**src/rtl/hazard_unit_param_if.sv**
```systemverilog
// Hazard unit bundle: Decode/Execute source reads, stage destinations and
// control flags in; forwarding selects, stage enables/clears and
// performance counters out.
interface hazard_unit_param_if #(
  parameter int NREG  = 16,
  parameter int NSRC  = 3,
  parameter int CNT_W = 16
);
  localparam int AW = $clog2(NREG);

  logic [NSRC*AW-1:0] RAD;
  logic [NSRC-1:0]    RAValidD;
  logic [NSRC*AW-1:0] RAE;
  logic [NSRC-1:0]    RAValidE;
  logic [AW-1:0]      WA3E;
  logic [AW-1:0]      WA3M;
  logic [AW-1:0]      WA3W;
  logic               RegWriteE;
  logic               RegWriteM;
  logic               RegWriteW;
  logic               MemToRegE;
  logic               MulStartE;
  logic               PCSrcD;
  logic               PCSrcE;
  logic               PCSrcM;
  logic               PCSrcW;
  logic               BranchTakenE;
  logic               PerfClr;

  logic [2*NSRC-1:0]  ForwardE;
  logic               StallF;
  logic               StallD;
  logic               StallE;
  logic               FlushD;
  logic               FlushE;
  logic               BubbleM;
  logic               MulBusy;
  logic [CNT_W-1:0]   StallCnt;
  logic [CNT_W-1:0]   FlushCnt;

  // Hazard unit side
  modport slave (
    input  RAD, RAValidD, RAE, RAValidE, WA3E, WA3M, WA3W,
           RegWriteE, RegWriteM, RegWriteW, MemToRegE, MulStartE,
           PCSrcD, PCSrcE, PCSrcM, PCSrcW, BranchTakenE, PerfClr,
    output ForwardE, StallF, StallD, StallE, FlushD, FlushE, BubbleM,
           MulBusy, StallCnt, FlushCnt
  );

  // Controller/datapath side
  modport master (
    output RAD, RAValidD, RAE, RAValidE, WA3E, WA3M, WA3W,
           RegWriteE, RegWriteM, RegWriteW, MemToRegE, MulStartE,
           PCSrcD, PCSrcE, PCSrcM, PCSrcW, BranchTakenE, PerfClr,
    input  ForwardE, StallF, StallD, StallE, FlushD, FlushE, BubbleM,
           MulBusy, StallCnt, FlushCnt
  );
endinterface

```
**src/rtl/hazard_unit_param.sv**
```systemverilog
// Parametrised hazard unit for the F/D/E/M/W ARM pipeline: per-port
// forwarding, load-use and control stalls/flushes, a multi-cycle Execute
// hold and saturating stall/flush performance counters.
module hazard_unit_param #(
  parameter int NREG    = 16,
  parameter int NSRC    = 3,
  parameter int PC_REG  = 15,
  parameter int MUL_LAT = 3,
  parameter int CNT_W   = 16
) (
  input  logic             clk,
  input  logic             reset,
  hazard_unit_param_if.slave hz
);
  localparam int              AW       = $clog2(NREG);
  localparam int              CW       = $clog2(MUL_LAT) + 1;
  localparam logic [AW-1:0]   PC_IDX   = AW'(PC_REG);
  localparam logic [CW-1:0]   CNT_LAST = CW'(MUL_LAT - 1);
  localparam logic [CW-1:0]   CNT_ONE  = CW'(1);
  localparam logic [CNT_W-1:0] PERF_MAX = {CNT_W{1'b1}};
  localparam logic [CNT_W-1:0] PERF_ONE = CNT_W'(1);

  logic [2*NSRC-1:0] w_fwd;
  logic              w_ld_stall;
  logic              w_pc_pend;
  logic              w_mul_hold;
  logic              w_stall_d;
  logic              w_flush_d;
  logic              w_flush_e;
  logic [CW-1:0]     r_cnt;
  logic              r_mul_busy;
  logic [CNT_W-1:0]  r_stall_cnt;
  logic [CNT_W-1:0]  r_flush_cnt;

  // Per-port forwarding select; the younger M result beats W, PC never forwards
  always_comb begin
    logic [AW-1:0] ra;
    w_fwd = '0;
    for (int i = 0; i < NSRC; i++) begin
      ra = hz.RAE[i*AW +: AW];
      if (hz.RAValidE[i] && hz.RegWriteM && (ra == hz.WA3M) && (ra != PC_IDX)) begin
        w_fwd[2*i +: 2] = 2'b10;
      end else if (hz.RAValidE[i] && hz.RegWriteW && (ra == hz.WA3W) && (ra != PC_IDX)) begin
        w_fwd[2*i +: 2] = 2'b01;
      end else begin
        w_fwd[2*i +: 2] = 2'b00;
      end
    end
  end

  // Load-use detection: a load in E feeding any valid Decode source
  always_comb begin
    w_ld_stall = 1'b0;
    for (int i = 0; i < NSRC; i++) begin
      if (hz.RAValidD[i] && (hz.RAD[i*AW +: AW] == hz.WA3E)) begin
        w_ld_stall = w_ld_stall | (hz.MemToRegE & hz.RegWriteE);
      end else begin
        w_ld_stall = w_ld_stall;
      end
    end
  end

  // Multi-cycle hold is gated by reset so an aborted op drops its stall at once
  assign w_mul_hold = reset & hz.MulStartE & (r_cnt < CNT_LAST);
  assign w_pc_pend  = hz.PCSrcD | hz.PCSrcE | hz.PCSrcM;
  assign w_stall_d  = w_ld_stall | w_mul_hold;
  assign w_flush_d  = w_pc_pend | hz.PCSrcW | hz.BranchTakenE;
  // A held Execute stage is never flushed, even by a taken branch
  assign w_flush_e  = (w_ld_stall | hz.BranchTakenE) & ~w_mul_hold;

  assign hz.ForwardE = w_fwd;
  assign hz.StallE   = w_mul_hold;
  assign hz.BubbleM  = w_mul_hold;
  assign hz.StallD   = w_stall_d;
  assign hz.StallF   = w_ld_stall | w_pc_pend | w_mul_hold;
  assign hz.FlushD   = w_flush_d;
  assign hz.FlushE   = w_flush_e;
  assign hz.MulBusy  = r_mul_busy;
  assign hz.StallCnt = r_stall_cnt;
  assign hz.FlushCnt = r_flush_cnt;

  // Execute occupancy count: advances while holding, returns to 0 as the op leaves
  always_ff @(posedge clk or negedge reset) begin
    if (!reset) begin
      r_cnt      <= '0;
      r_mul_busy <= 1'b0;
    end else begin
      r_cnt      <= w_mul_hold ? (r_cnt + CNT_ONE) : '0;
      r_mul_busy <= w_mul_hold;
    end
  end

  // Saturating performance counters; a clear overrides a same-cycle increment
  always_ff @(posedge clk or negedge reset) begin
    if (!reset) begin
      r_stall_cnt <= '0;
      r_flush_cnt <= '0;
    end else if (hz.PerfClr) begin
      r_stall_cnt <= '0;
      r_flush_cnt <= '0;
    end else begin
      if (w_stall_d && (r_stall_cnt != PERF_MAX)) begin
        r_stall_cnt <= r_stall_cnt + PERF_ONE;
      end
      if ((w_flush_d || w_flush_e) && (r_flush_cnt != PERF_MAX)) begin
        r_flush_cnt <= r_flush_cnt + PERF_ONE;
      end
    end
  end
endmodule

```
**src/flat_wrapper.sv**
```systemverilog
// flat-port wrapper written by rule: the top's interface ports become plain ports
module hazard_unit_param_flat 
#(
  parameter int NREG    = 16,
  parameter int NSRC    = 3,
  parameter int PC_REG  = 15,
  parameter int MUL_LAT = 3,
  parameter int CNT_W   = 16
)
  (clk, reset, hz_RAD, hz_RAValidD, hz_RAE, hz_RAValidE, hz_WA3E, hz_WA3M, hz_WA3W, hz_RegWriteE, hz_RegWriteM, hz_RegWriteW, hz_MemToRegE, hz_MulStartE, hz_PCSrcD, hz_PCSrcE, hz_PCSrcM, hz_PCSrcW, hz_BranchTakenE, hz_PerfClr, hz_ForwardE, hz_StallF, hz_StallD, hz_StallE, hz_FlushD, hz_FlushE, hz_BubbleM, hz_MulBusy, hz_StallCnt, hz_FlushCnt);
  hazard_unit_param_if #(.NREG(NREG), .NSRC(NSRC), .CNT_W(CNT_W)) hz_i ();
  input  logic clk;
  input  logic reset;
  input wire logic [$bits(hz_i.RAD)-1:0] hz_RAD;
  input wire logic [$bits(hz_i.RAValidD)-1:0] hz_RAValidD;
  input wire logic [$bits(hz_i.RAE)-1:0] hz_RAE;
  input wire logic [$bits(hz_i.RAValidE)-1:0] hz_RAValidE;
  input wire logic [$bits(hz_i.WA3E)-1:0] hz_WA3E;
  input wire logic [$bits(hz_i.WA3M)-1:0] hz_WA3M;
  input wire logic [$bits(hz_i.WA3W)-1:0] hz_WA3W;
  input wire logic [$bits(hz_i.RegWriteE)-1:0] hz_RegWriteE;
  input wire logic [$bits(hz_i.RegWriteM)-1:0] hz_RegWriteM;
  input wire logic [$bits(hz_i.RegWriteW)-1:0] hz_RegWriteW;
  input wire logic [$bits(hz_i.MemToRegE)-1:0] hz_MemToRegE;
  input wire logic [$bits(hz_i.MulStartE)-1:0] hz_MulStartE;
  input wire logic [$bits(hz_i.PCSrcD)-1:0] hz_PCSrcD;
  input wire logic [$bits(hz_i.PCSrcE)-1:0] hz_PCSrcE;
  input wire logic [$bits(hz_i.PCSrcM)-1:0] hz_PCSrcM;
  input wire logic [$bits(hz_i.PCSrcW)-1:0] hz_PCSrcW;
  input wire logic [$bits(hz_i.BranchTakenE)-1:0] hz_BranchTakenE;
  input wire logic [$bits(hz_i.PerfClr)-1:0] hz_PerfClr;
  output wire logic [$bits(hz_i.ForwardE)-1:0] hz_ForwardE;
  output wire logic [$bits(hz_i.StallF)-1:0] hz_StallF;
  output wire logic [$bits(hz_i.StallD)-1:0] hz_StallD;
  output wire logic [$bits(hz_i.StallE)-1:0] hz_StallE;
  output wire logic [$bits(hz_i.FlushD)-1:0] hz_FlushD;
  output wire logic [$bits(hz_i.FlushE)-1:0] hz_FlushE;
  output wire logic [$bits(hz_i.BubbleM)-1:0] hz_BubbleM;
  output wire logic [$bits(hz_i.MulBusy)-1:0] hz_MulBusy;
  output wire logic [$bits(hz_i.StallCnt)-1:0] hz_StallCnt;
  output wire logic [$bits(hz_i.FlushCnt)-1:0] hz_FlushCnt;
  assign hz_i.RAD = hz_RAD;
  assign hz_i.RAValidD = hz_RAValidD;
  assign hz_i.RAE = hz_RAE;
  assign hz_i.RAValidE = hz_RAValidE;
  assign hz_i.WA3E = hz_WA3E;
  assign hz_i.WA3M = hz_WA3M;
  assign hz_i.WA3W = hz_WA3W;
  assign hz_i.RegWriteE = hz_RegWriteE;
  assign hz_i.RegWriteM = hz_RegWriteM;
  assign hz_i.RegWriteW = hz_RegWriteW;
  assign hz_i.MemToRegE = hz_MemToRegE;
  assign hz_i.MulStartE = hz_MulStartE;
  assign hz_i.PCSrcD = hz_PCSrcD;
  assign hz_i.PCSrcE = hz_PCSrcE;
  assign hz_i.PCSrcM = hz_PCSrcM;
  assign hz_i.PCSrcW = hz_PCSrcW;
  assign hz_i.BranchTakenE = hz_BranchTakenE;
  assign hz_i.PerfClr = hz_PerfClr;
  assign hz_ForwardE = hz_i.ForwardE;
  assign hz_StallF = hz_i.StallF;
  assign hz_StallD = hz_i.StallD;
  assign hz_StallE = hz_i.StallE;
  assign hz_FlushD = hz_i.FlushD;
  assign hz_FlushE = hz_i.FlushE;
  assign hz_BubbleM = hz_i.BubbleM;
  assign hz_MulBusy = hz_i.MulBusy;
  assign hz_StallCnt = hz_i.StallCnt;
  assign hz_FlushCnt = hz_i.FlushCnt;
  hazard_unit_param #(.NREG(NREG), .NSRC(NSRC), .PC_REG(PC_REG), .MUL_LAT(MUL_LAT), .CNT_W(CNT_W)) u_core (.clk(clk), .reset(reset), .hz(hz_i));
endmodule
```
**config.mk**
```make
export PLATFORM = sky130hd
export DESIGN_NAME = hazard_unit_param_flat
export DESIGN_NICKNAME = d
export VERILOG_FILES = /design/src/rtl/hazard_unit_param_if.sv /design/src/rtl/hazard_unit_param.sv /design/src/flat_wrapper.sv
export SDC_FILE = /design/constraint.sdc
export NUM_CORES = 1
export LEC_CHECK = 0
export ABC_AREA = 1
export CORE_ASPECT_RATIO = 0.6
export CORE_MARGIN = 2
export CORE_UTILIZATION = 45
export DETAILED_ROUTE_END_ITERATION = 7
export PLACE_DENSITY = 0.8
export SYNTH_ARGS = -nofsm -noshare
export SYNTH_HDL_FRONTEND = slang
export SYNTH_SLANG_ARGS = --single-unit
```
**constraint.sdc**
```tcl
create_clock -name clk -period 2.05 [get_ports clk]
set_clock_uncertainty 0.1 [all_clocks]
set_input_delay 0.3075 -clock clk [delete_from_list [all_inputs] [get_ports clk]]
set_output_delay 0.3075 -clock clk [all_outputs]
set_load 0.01 [all_outputs]
```
==> impl_metrics.ini <==
[layout]
register_area_um2 = 901
multi_input_area_um2 = 1680
antenna_cells = 0
final_cell_area_um2 = 4350
fillers = 470
syn2layout_area_growth_pct = 57.0
nNetsFinal = 598
drive_gt1_share_pct = 18.1

[critical_path]
cp_max_fo = 3
worstReg2RegEnd = u_core.hz.StallCnt[10]$_DFFE_PN0P_
r2r-start = u_core.hz.StallCnt[0]$_DFFE_PN0P_
startpoint = hz_RegWriteM
worstRegToRegCells = 11
endpoint_kind = output pin
required_ns = 1.64
start_kind = input pin
path_class = in2out
cp.arrival_ns = 1.62
rrSetupSlack_ns = 0.12

[global_route]
antenna_found_initial = 0
grt_overflow_total = 0
grt_pass1_wl_mm = 14.8
grt_pass1_vias = 3109
grt_max_degree = 38
grt_use_total_pct = 27.3

[power]
p_comb_share_pct = 23.8
switchingPower_mw = 0.512
pwr-share-clk_pct = 37.2
intPower_mw = 1.39
cellLeakagePower_nw = 2.16
switching_share_pct = 27.0
total_power_mw = 1.90
power.density_nw_per_um2 = 437
pwr-share-seq_pct = 39.1
peakVddDrop_mv = 0.329

[min_path]
holdPathEnd = u_core.r_cnt[0]$_DFF_PN0_
holdCritPathClass = reg2reg
hold_depth = 1
hp-start = u_core.r_cnt[0]$_DFF_PN0_

[placed_design]
globalplace.congestion = 0.934
port_buffers = 99
hpwl_mm = 6.87
place_area_um2 = 4090

[die]
die_w_um = 105
start_util_pct = 46.0
coreArea_um2 = 6030
rows = 22
dieArea_um2 = 6820
ios = 100
die_h_um = 64.8

[yosys]
avgSynthCellArea_um2 = 6.93
synth_top_area_share_pct = 32.5
syn_area_um2 = 2770
synth_area_leader_cell = dfrtp_1
seq_area_frac_synth_pct = 32.5
synth.net_count = 458
netlist_top_cells_area = dfrtp_1 33%, nand2_1 12%, nand3_1 7.9%
yosysWarningCount = 0
ys_ff_latch = 36
synthCells = 400
yosysUniqueCellTypes = 35

[sta]
holdWs_ns = 0.329
fin_crit_ns = 2.02
setup-violations-final = 0
relSlewSlack_pct = 56.6
finalMaxSlewViolations = 0
fin_crit_sh_pct = 98.8
finalHoldViolCount = 0
tightest_slew_ns = 0.645
max_freq_mhz = 494

[detailed_routing]
drc_errors = 0
vias = 3329
vias_per_cell = 5.33
drtIter0Drc = 252
wl_mm = 9.23
wl_per_cell_um = 14.8
postRouteAntennaNets = 0
drt_first_pass_iters = 5

[cts]
clock_latency_ns = 0.30
clock_path_buffers = 2
cts-htree-levels = 2
numCtsBuffers = 5
clock-sinks = 36
cts.root.buffer_cell = clkbuf_8
tritoncts = built
path_clk_slew_ns = 0.07

[job]
drv_cap = 0

[run_status]
status = completed
==> cells by family after synthesis <==
group / after synthesis / synth area share (%)
and+or+nand+nor: 218 / 37.0
buffers and inverters: 69 / 10.1
AOI/OAI and AO/OA: 47 / 10.5
DFF: 36 / 32.5
xor gates and xnor gates: 27 / 8.53
adders and majority gates: 3 / 1.35
==> stage by stage <==
| stage | worst slack (ns) | instances | TNS (ns) | util (%) |
|---|---|---|---|---|
| floorplan | 0.183 | 400 | 0 | - |
| global placement | -0.441 | 608 | -10.93 | 67.9 |
| detailed placement | -0.487 | 608 | -12.51 | 67.9 |
| CTS | 0.00406 | 619 | 0 | 70.1 |
| global route | -0.00687 | 625 | -0.00687 | 72.2 |
| finish | 0.0254 | 625 | 0 | 72.2 |
==> worst max-delay path by stage <==
stage / cells after the start / slack (ns) / end
finish: 7 / 0.03 / hz_ForwardE[2]
global route: 7 / -0.007 / hz_ForwardE[2]
CTS: 8 / 0.004 / hz_ForwardE[4]
detailed placement: 7 / -0.49 / hz_ForwardE[5]
global placement: 8 / -0.44 / hz_ForwardE[2]
floorplan: 9 / 0.18 / u_core.hz.FlushCnt[5]$_DFFE_PN0P_
==> cell usage in the layout (no fill, tap or decap), types with 13 or more instances in the layout <==
cell / count
dfrtp_1: 36
nand2_1: 83
nand3_1: 44
nor2_1: 35
inv_1: 47
dlymetal6s2s_1: 13
clkdlybuf4s50_1: 61
nand4_1: 25
xor2_1: 16
buf_4: 40
dlygate4sd2_1: 15
==> area by class of cell <==
class	instances	area share, %
Multi-Input combinational cell	295	38.6
Timing Repair Buffer	143	30.3
Tap cell	84	2.42
Sequential cell	36	20.7
Clock buffer	7	2.21
Clock inverter	1	0.690
Inverter	59	5.09
==> what timing repair did <==
action	CTS	global route
pin swaps	8	20
resized for setup	63	34
endpoints found under the setup margin	14	29
hold buffers	1	0
endpoints found under the hold margin	36	0
buffers inserted	2	6
==> metal layers <==
metal  share of wire [%]  global-route usage (%)  wire length, µm
met1                  48                    39.2             4450
met2                  43                    41.6             3930
met3                 7.8                    5.53              724
met4                 1.4                    8.33              133
met5                   0                       0                0
==> sequential cells by signal, summed over array words and instances (netlist names) <==
register and cells:
u_core.hz.MulBusy 1, u_core.hz.StallCnt 16, u_core.r_cnt 3, u_core.hz.FlushCnt 16
==> power groups by stage <==
| stage | combinational, mW | sequential, mW | clock, mW |
|---|---|---|---|
| 2_1_floorplan | 0.149 | 0.759 | 0 |
| 3_3_place_gp | 0.418 | 0.751 | 0 |
| 3_5_place_dp | 0.425 | 0.752 | 0 |
| 4_1_cts | 0.425 | 0.738 | 0.715 |
| 5_1_grt | 0.494 | 0.743 | 0.749 |
| 6_report | 0.452 | 0.742 | 0.706 |
==> worst max-delay path: stages <==
cell and delay, ns:
clkdlybuf4s50_1 0.54, nand2_1 0.07, a21oi_1 0.13, nand3_1 0.12
a211oi_2 0.24, nor4_1 0.07, buf_2 0.14
==> cells in the mapped netlist <==
cell type / n
a211oi_1: 4
a221oi_1: 1
clkbuf_1: 3
ha_1: 3
o211ai_1: 2
a21oi_2: 1
buf_6: 2
and3_2: 1
o22ai_1: 7
nand4_2: 2
nor3_4: 1
o31ai_1: 7
a21oi_1: 7
a31o_2: 2
nand2_2: 4
o21ai_1: 1
buf_4: 1
nor4_1: 5
nor2_1: 35
nand4_1: 25
inv_1: 58
nor2_2: 1
buf_1: 2
nand3_2: 1
nand3_1: 44
nor3_1: 12
nor3_2: 1
inv_2: 1
buf_2: 2
nand2_1: 85
xor2_1: 16
xnor2_1: 11
o21ai_0: 15
dfrtp_1: 36
and3_1: 1
Power figures use the tool's default switching activity.
